--- src/rtl/ps2_host_tx.sv ---
// PS/2 host-to-device transmitter: inhibits the clock, issues request-to-send, shifts
// one command byte out on device clock falls and checks the device ACK bit.
module ps2_host_tx #(
   parameter int CLK_FREQ   = 28_000_000,
   parameter int INHIBIT_US = 120,
   parameter int TIMEOUT_US = 15000,
   parameter int FILTER_LEN = 8
) (
   input  logic       clk28,
   input  logic       rst,
   input  logic       tx_valid,
   input  logic [7:0] tx_data,
   output logic       tx_ready,
   output logic       busy,
   output logic       done,
   output logic       err,
   input  logic       ps2_clk_in,
   input  logic       ps2_dat_in,
   output logic       ps2_clk_oe,
   output logic       ps2_dat_oe
);
   localparam int T_REQ = CLK_FREQ / 1_000_000;
   localparam int T_INH = T_REQ * INHIBIT_US;
   localparam int T_TO  = T_REQ * TIMEOUT_US;
   localparam int T_MAX = (T_TO > T_INH) ? T_TO : T_INH;
   localparam int TW    = $clog2(T_MAX + 1);
   localparam int FW    = $clog2(FILTER_LEN + 1);

   typedef enum logic [2:0] {IDLE, INHIBIT, REQ, SHIFT, ACK, WAIT_REL} state_t;

   // Line conditioning: bit 0 = clock, bit 1 = data. Idle lines are pulled high.
   logic [1:0] raw;
   logic [1:0] filt;
   assign raw = {ps2_dat_in, ps2_clk_in};

   for (genvar gi = 0; gi < 2; gi++) begin : g_filt
      logic          s1_reg, s2_reg, f_reg;
      logic [FW-1:0] cnt_reg;
      always_ff @(posedge clk28) begin
         if (rst) begin
            s1_reg  <= 1'b1;
            s2_reg  <= 1'b1;
            f_reg   <= 1'b1;
            cnt_reg <= '0;
         end else begin
            s1_reg <= raw[gi];
            s2_reg <= s1_reg;
            if (s2_reg == f_reg) begin
               cnt_reg <= '0;
            end else if (cnt_reg == FW'(FILTER_LEN - 1)) begin
               f_reg   <= s2_reg;
               cnt_reg <= '0;
            end else begin
               cnt_reg <= cnt_reg + 1'b1;
            end
         end
      end
      assign filt[gi] = f_reg;
   end

   logic clk_f, dat_f, clk_f_d_reg, fall;
   assign clk_f = filt[0];
   assign dat_f = filt[1];
   assign fall  = clk_f_d_reg & ~clk_f;

   state_t        state_reg, state_next;
   logic [TW-1:0] timer_reg, timer_next;
   logic [9:0]    sh_reg, sh_next;
   logic [3:0]    n_reg, n_next;
   logic          dat_oe_reg, dat_oe_next;
   logic          done_reg, done_next;
   logic          err_reg, err_next;

   always_ff @(posedge clk28) begin
      if (rst) begin
         state_reg   <= IDLE;
         timer_reg   <= '0;
         sh_reg      <= '0;
         n_reg       <= '0;
         dat_oe_reg  <= 1'b0;
         done_reg    <= 1'b0;
         err_reg     <= 1'b0;
         clk_f_d_reg <= 1'b1;
      end else begin
         state_reg   <= state_next;
         timer_reg   <= timer_next;
         sh_reg      <= sh_next;
         n_reg       <= n_next;
         dat_oe_reg  <= dat_oe_next;
         done_reg    <= done_next;
         err_reg     <= err_next;
         clk_f_d_reg <= clk_f;
      end
   end

   always_comb begin
      state_next  = state_reg;
      timer_next  = timer_reg;
      sh_next     = sh_reg;
      n_next      = n_reg;
      dat_oe_next = dat_oe_reg;
      done_next   = 1'b0;
      err_next    = 1'b0;
      ps2_clk_oe  = 1'b0;
      case (state_reg)
         IDLE: begin
            dat_oe_next = 1'b0;
            if (tx_valid) begin
               sh_next    = {1'b1, ~^tx_data, tx_data};
               n_next     = '0;
               timer_next = '0;
               state_next = INHIBIT;
            end
         end
         INHIBIT: begin
            ps2_clk_oe = 1'b1;
            if (timer_reg == TW'(T_INH - 1)) begin
               timer_next  = '0;
               dat_oe_next = 1'b1;
               state_next  = REQ;
            end else begin
               timer_next = timer_reg + 1'b1;
            end
         end
         REQ: begin
            ps2_clk_oe = 1'b1;
            if (timer_reg == TW'(T_REQ - 1)) begin
               timer_next = '0;
               state_next = SHIFT;
            end else begin
               timer_next = timer_reg + 1'b1;
            end
         end
         SHIFT: begin
            timer_next = timer_reg + 1'b1;
            // Start bit is still held from REQ; each fall presents the next frame bit.
            if (fall) begin
               dat_oe_next = ~sh_reg[0];
               sh_next     = {1'b0, sh_reg[9:1]};
               n_next      = n_reg + 1'b1;
               if (n_reg == 4'd9) state_next = ACK;
            end
         end
         ACK: begin
            dat_oe_next = 1'b0;
            timer_next  = timer_reg + 1'b1;
            if (fall) begin
               n_next = n_reg + 1'b1;
               if (!dat_f) begin
                  state_next = WAIT_REL;
               end else begin
                  err_next   = 1'b1;
                  state_next = IDLE;
               end
            end
         end
         WAIT_REL: begin
            timer_next = timer_reg + 1'b1;
            if (clk_f && dat_f) begin
               done_next  = 1'b1;
               state_next = IDLE;
            end
         end
         default: state_next = IDLE;
      endcase
      // The device owns the clock once released; give up if it stalls too long.
      if ((state_reg == SHIFT || state_reg == ACK || state_reg == WAIT_REL) &&
          timer_reg == TW'(T_TO - 1)) begin
         state_next  = IDLE;
         dat_oe_next = 1'b0;
         done_next   = 1'b0;
         err_next    = 1'b1;
      end
   end

   assign tx_ready   = (state_reg == IDLE);
   assign busy       = (state_reg != IDLE);
   assign done       = done_reg;
   assign err        = err_reg;
   assign ps2_dat_oe = dat_oe_reg;
endmodule

--- config.mk ---
export PLATFORM = sky130hd
export DESIGN_NAME = ps2_host_tx
export DESIGN_NICKNAME = d
export VERILOG_FILES = /design/src/rtl/ps2_host_tx.sv
export SDC_FILE = /design/constraint.sdc
export NUM_CORES = 1
export LEC_CHECK = 0
export BUFFER_PORTS_ARGS = -buffer_cell sky130_fd_sc_hd__buf_2
export CELL_PAD_IN_SITES_DETAIL_PLACEMENT = 0
export CELL_PAD_IN_SITES_GLOBAL_PLACEMENT = 2
export CORE_MARGIN = 5
export CORE_UTILIZATION = 41
export CTS_BUF_LIST = sky130_fd_sc_hd__clkbuf_4
export DETAILED_ROUTE_END_ITERATION = 12
export GPL_TIMING_DRIVEN = 0
export PLACE_DENSITY_LB_ADDON = 0.1
export SYNTH_ARGS = -nofsm -noshare
export SYNTH_HDL_FRONTEND = slang
export SYNTH_SLANG_ARGS = --single-unit
export TNS_END_PERCENT = 10
--- constraint.sdc ---
create_clock -name clk28 -period 6.95 [get_ports clk28]
set_input_delay 1.0425 -clock clk28 [delete_from_list [all_inputs] [get_ports clk28]]
set_output_delay 1.0425 -clock clk28 [all_outputs]
set_load 0.01 [all_outputs]
==> flow_summary.toml <==
[floorplanning]
fp.dieH_um = 90.7
fp.dieW_um = 90.7
start_util = 0.420
pin_count = 19
core_um2 = 6350
rows = 29
die-area_um2 = 8220

[timing]
tns_ps = 0
setup_viol = 0
max_freq_ghz = 0.370
hold_violations = 0
slew_headroom = 0.491
whs_ps = 435
slew_viol_final = 0
fin_worst_skew_ps = 6.77
worst_slew_pin_slew_ps = 763
fin_crit_ps = 2700
finalCritPeriodShare = 0.389
rsz0062_at_grt = "no"

[drt]
viasPerCell = 5.11
drc = 0
vias = 2086
wl_per_cell_um = 13.6
finalWirelength_um = 5540
drt_pass1_iterations = 4
drt_iter0_drc = 94
ant_nets = 0

[finish]
drive_above_1_share = 0.133
nNetsFinal = 348
n_antenna_cell = 0
final_cell_area_um2 = 2900
layout_common_cells = "54 x nor2_1, 54 x dfxtp_1, 20 x a21oi_1, 20 x nand2_1, 18 x xnor2_1"
layout-area-overhead-vs-synth_pct = 8.63
final.fill_count = 661
largest_register_ffs = 19
final_util = 0.457

[cts]
ctsResizeCount = 0
cts_buffers = 5
insertion_delay_ps = 370
htree_levels = 2
clockBufferDepth = 2
clkTransAtPathRegs_ps = 150
cts_hold_buf = 0
cts.sinks = 54
post-cts-setup-buffer-count = 0
tritoncts = "yes"
cts-root-buf = "clkbuf_4"

[critical_path]
start_kind = "register"
crit_type = "register to output pin"
critical_path_arrival_ps = 1660
rrSetupSlack_ps = 4480
cp_max_fo = 10
cp.required_ps = 5910
crit_path_end_kind = "output pin"

[synth]
syn-instance-count = 306
synthTopCellsByArea = "dfxtp_1 41%, nor2_1 7.6%, xnor2_1 5.9%"
netlist.area_leader.share = 0.405
syn_area_um2 = 2670
syn_area_per_cell_um2 = 8.72
synth_largest_area_cell = "dfxtp_1"
synth.distinct_cells = 50
yosysWarnings = 0
ys_ff_latch = 54
yosysSeqAreaShare = 0.405
syn-num-nets = 324

[power]
p_clk_frac = 0.168
leakage_uw = 0.00112
vdd_drop_max_uv = 129
p_int_uw = 496
p_sw_frac = 0.369
power_frac_seq = 0.451
power_switching_uw = 290
p_per_area_nw_per_um2 = 271
combPwrFrac = 0.381

[placed_design]
placed_cell_area_um2 = 2850
gp_congestion = 0.805
port_buffers = 17
dp_hpwl_um = 4010

[min_path]
min_path_type = "register to register"

[grt]
antenna_found_initial = 0
track_usage = 0.143
grt_start_max_net_pins = 16
grt_pass1_wl_um = 9940
first_global_vias = 2056
grt_overflow_total = 0

[outcome]
status = "finished, final reports clean"

[run]
drv_cap = 0
-- final timing paths --
kind	from	endpoint	cells past startpoint
max	state_reg[1]	ps2_clk_oe	5
min	g_filt[0].s1_reg	g_filt[0].s2_reg	1
max reg2reg	timer_reg[16]	timer_reg[12]	6
min reg2reg	g_filt[0].s1_reg	g_filt[0].s2_reg	1
-- power groups by stage --
stage / sequential, µW / clock (µW) / combinational (µW)
global route: 358 / 156 / 333
CTS: 354 / 138 / 303
floorplan: 359 / 0 / 229
detailed placement: 361 / 0 / 302
finish: 354 / 132 / 300
global placement: 361 / 0 / 299
-- metal layers --
layer | routed length (µm) | share of wire | vias up | global-route usage
li1 | - | - | 1098 | -
met1 | 2950 | 0.53 | 965 | 0.205
met2 | 2400 | 0.43 | 18 | 0.216
met3 | 143 | 0.026 | 5 | 0.0292
met4 | 49 | 0.0088 | 0 | 0.0372
met5 | 0 | 0 | - | 0
-- Yosys cell counts, drive strengths merged --
cell type	number
nor2	56
dfxtp	54
a21oi	20
nand2	20
xnor2	18
mux2i	14
nand3	12
nor3	12
inv	10
clkbuf	9
xor2	9
buf	5
ha	5
nand4	5
or2	5
or3	5
a211oi	4
a31oi	4
nand2b	4
o21ai	4
and3	3
nand3b	3
nor3b	3
nor4	3
nor2b	2
or4	2
a221oi	1
a311oi	1
a31o	1
a41oi	1
and2	1
and3b	1
and4	1
and4bb	1
mux2	1
o21a	1
o21bai	1
o22a	1
o22ai	1
o311a	1
o41ai	1
-- cell families (layout without fill, tap and decap cells) --
| group | after synthesis | in the layout | synth area share |
|---|---|---|---|
| mux | 15 | 15 | 0.0567 |
| buf+inv | 24 | 49 | 0.0441 |
| fa+ha+maj | 5 | 5 | 0.0234 |
| simple gates | 139 | 139 | 0.269 |
| compound gates | 42 | 42 | 0.113 |
| flops | 54 | 54 | 0.405 |
| xor+xnor | 27 | 27 | 0.0886 |
-- metrics by stage --
step / setup slack [ps] / instances / total power (µW)
after floorplan: 4480 / 306 / 588
after global placement: 3920 / 400 / 660
after detailed placement: 3930 / 400 / 663
after CTS: 4230 / 408 / 795
after global routing: 4110 / 408 / 847
final: 4250 / 408 / 786
-- worst max-delay path, cell delays in order, from the launching register on --
cell and delay, ps:
dfxtp_1 350, buf_6 120, clkbuf_1 380, xnor2_1 130, nor2_1 160, buf_2 160
-- area by class of cell --
type | instances | area [µm²] | share of cell area
clock inverters | 3 | 11.3 | 0.00388
clock buffers | 5 | 37.5 | 0.0129
inverters | 10 | 37.5 | 0.0129
repair buffers | 17 | 85.1 | 0.0293
plain buffers | 14 | 80.1 | 0.0276
flip-flops and latches | 54 | 1080 | 0.373
multi-input cells | 228 | 1470 | 0.507
well taps | 77 | 96.3 | 0.0332
Note: power is estimated with default switching activity, not from simulation.
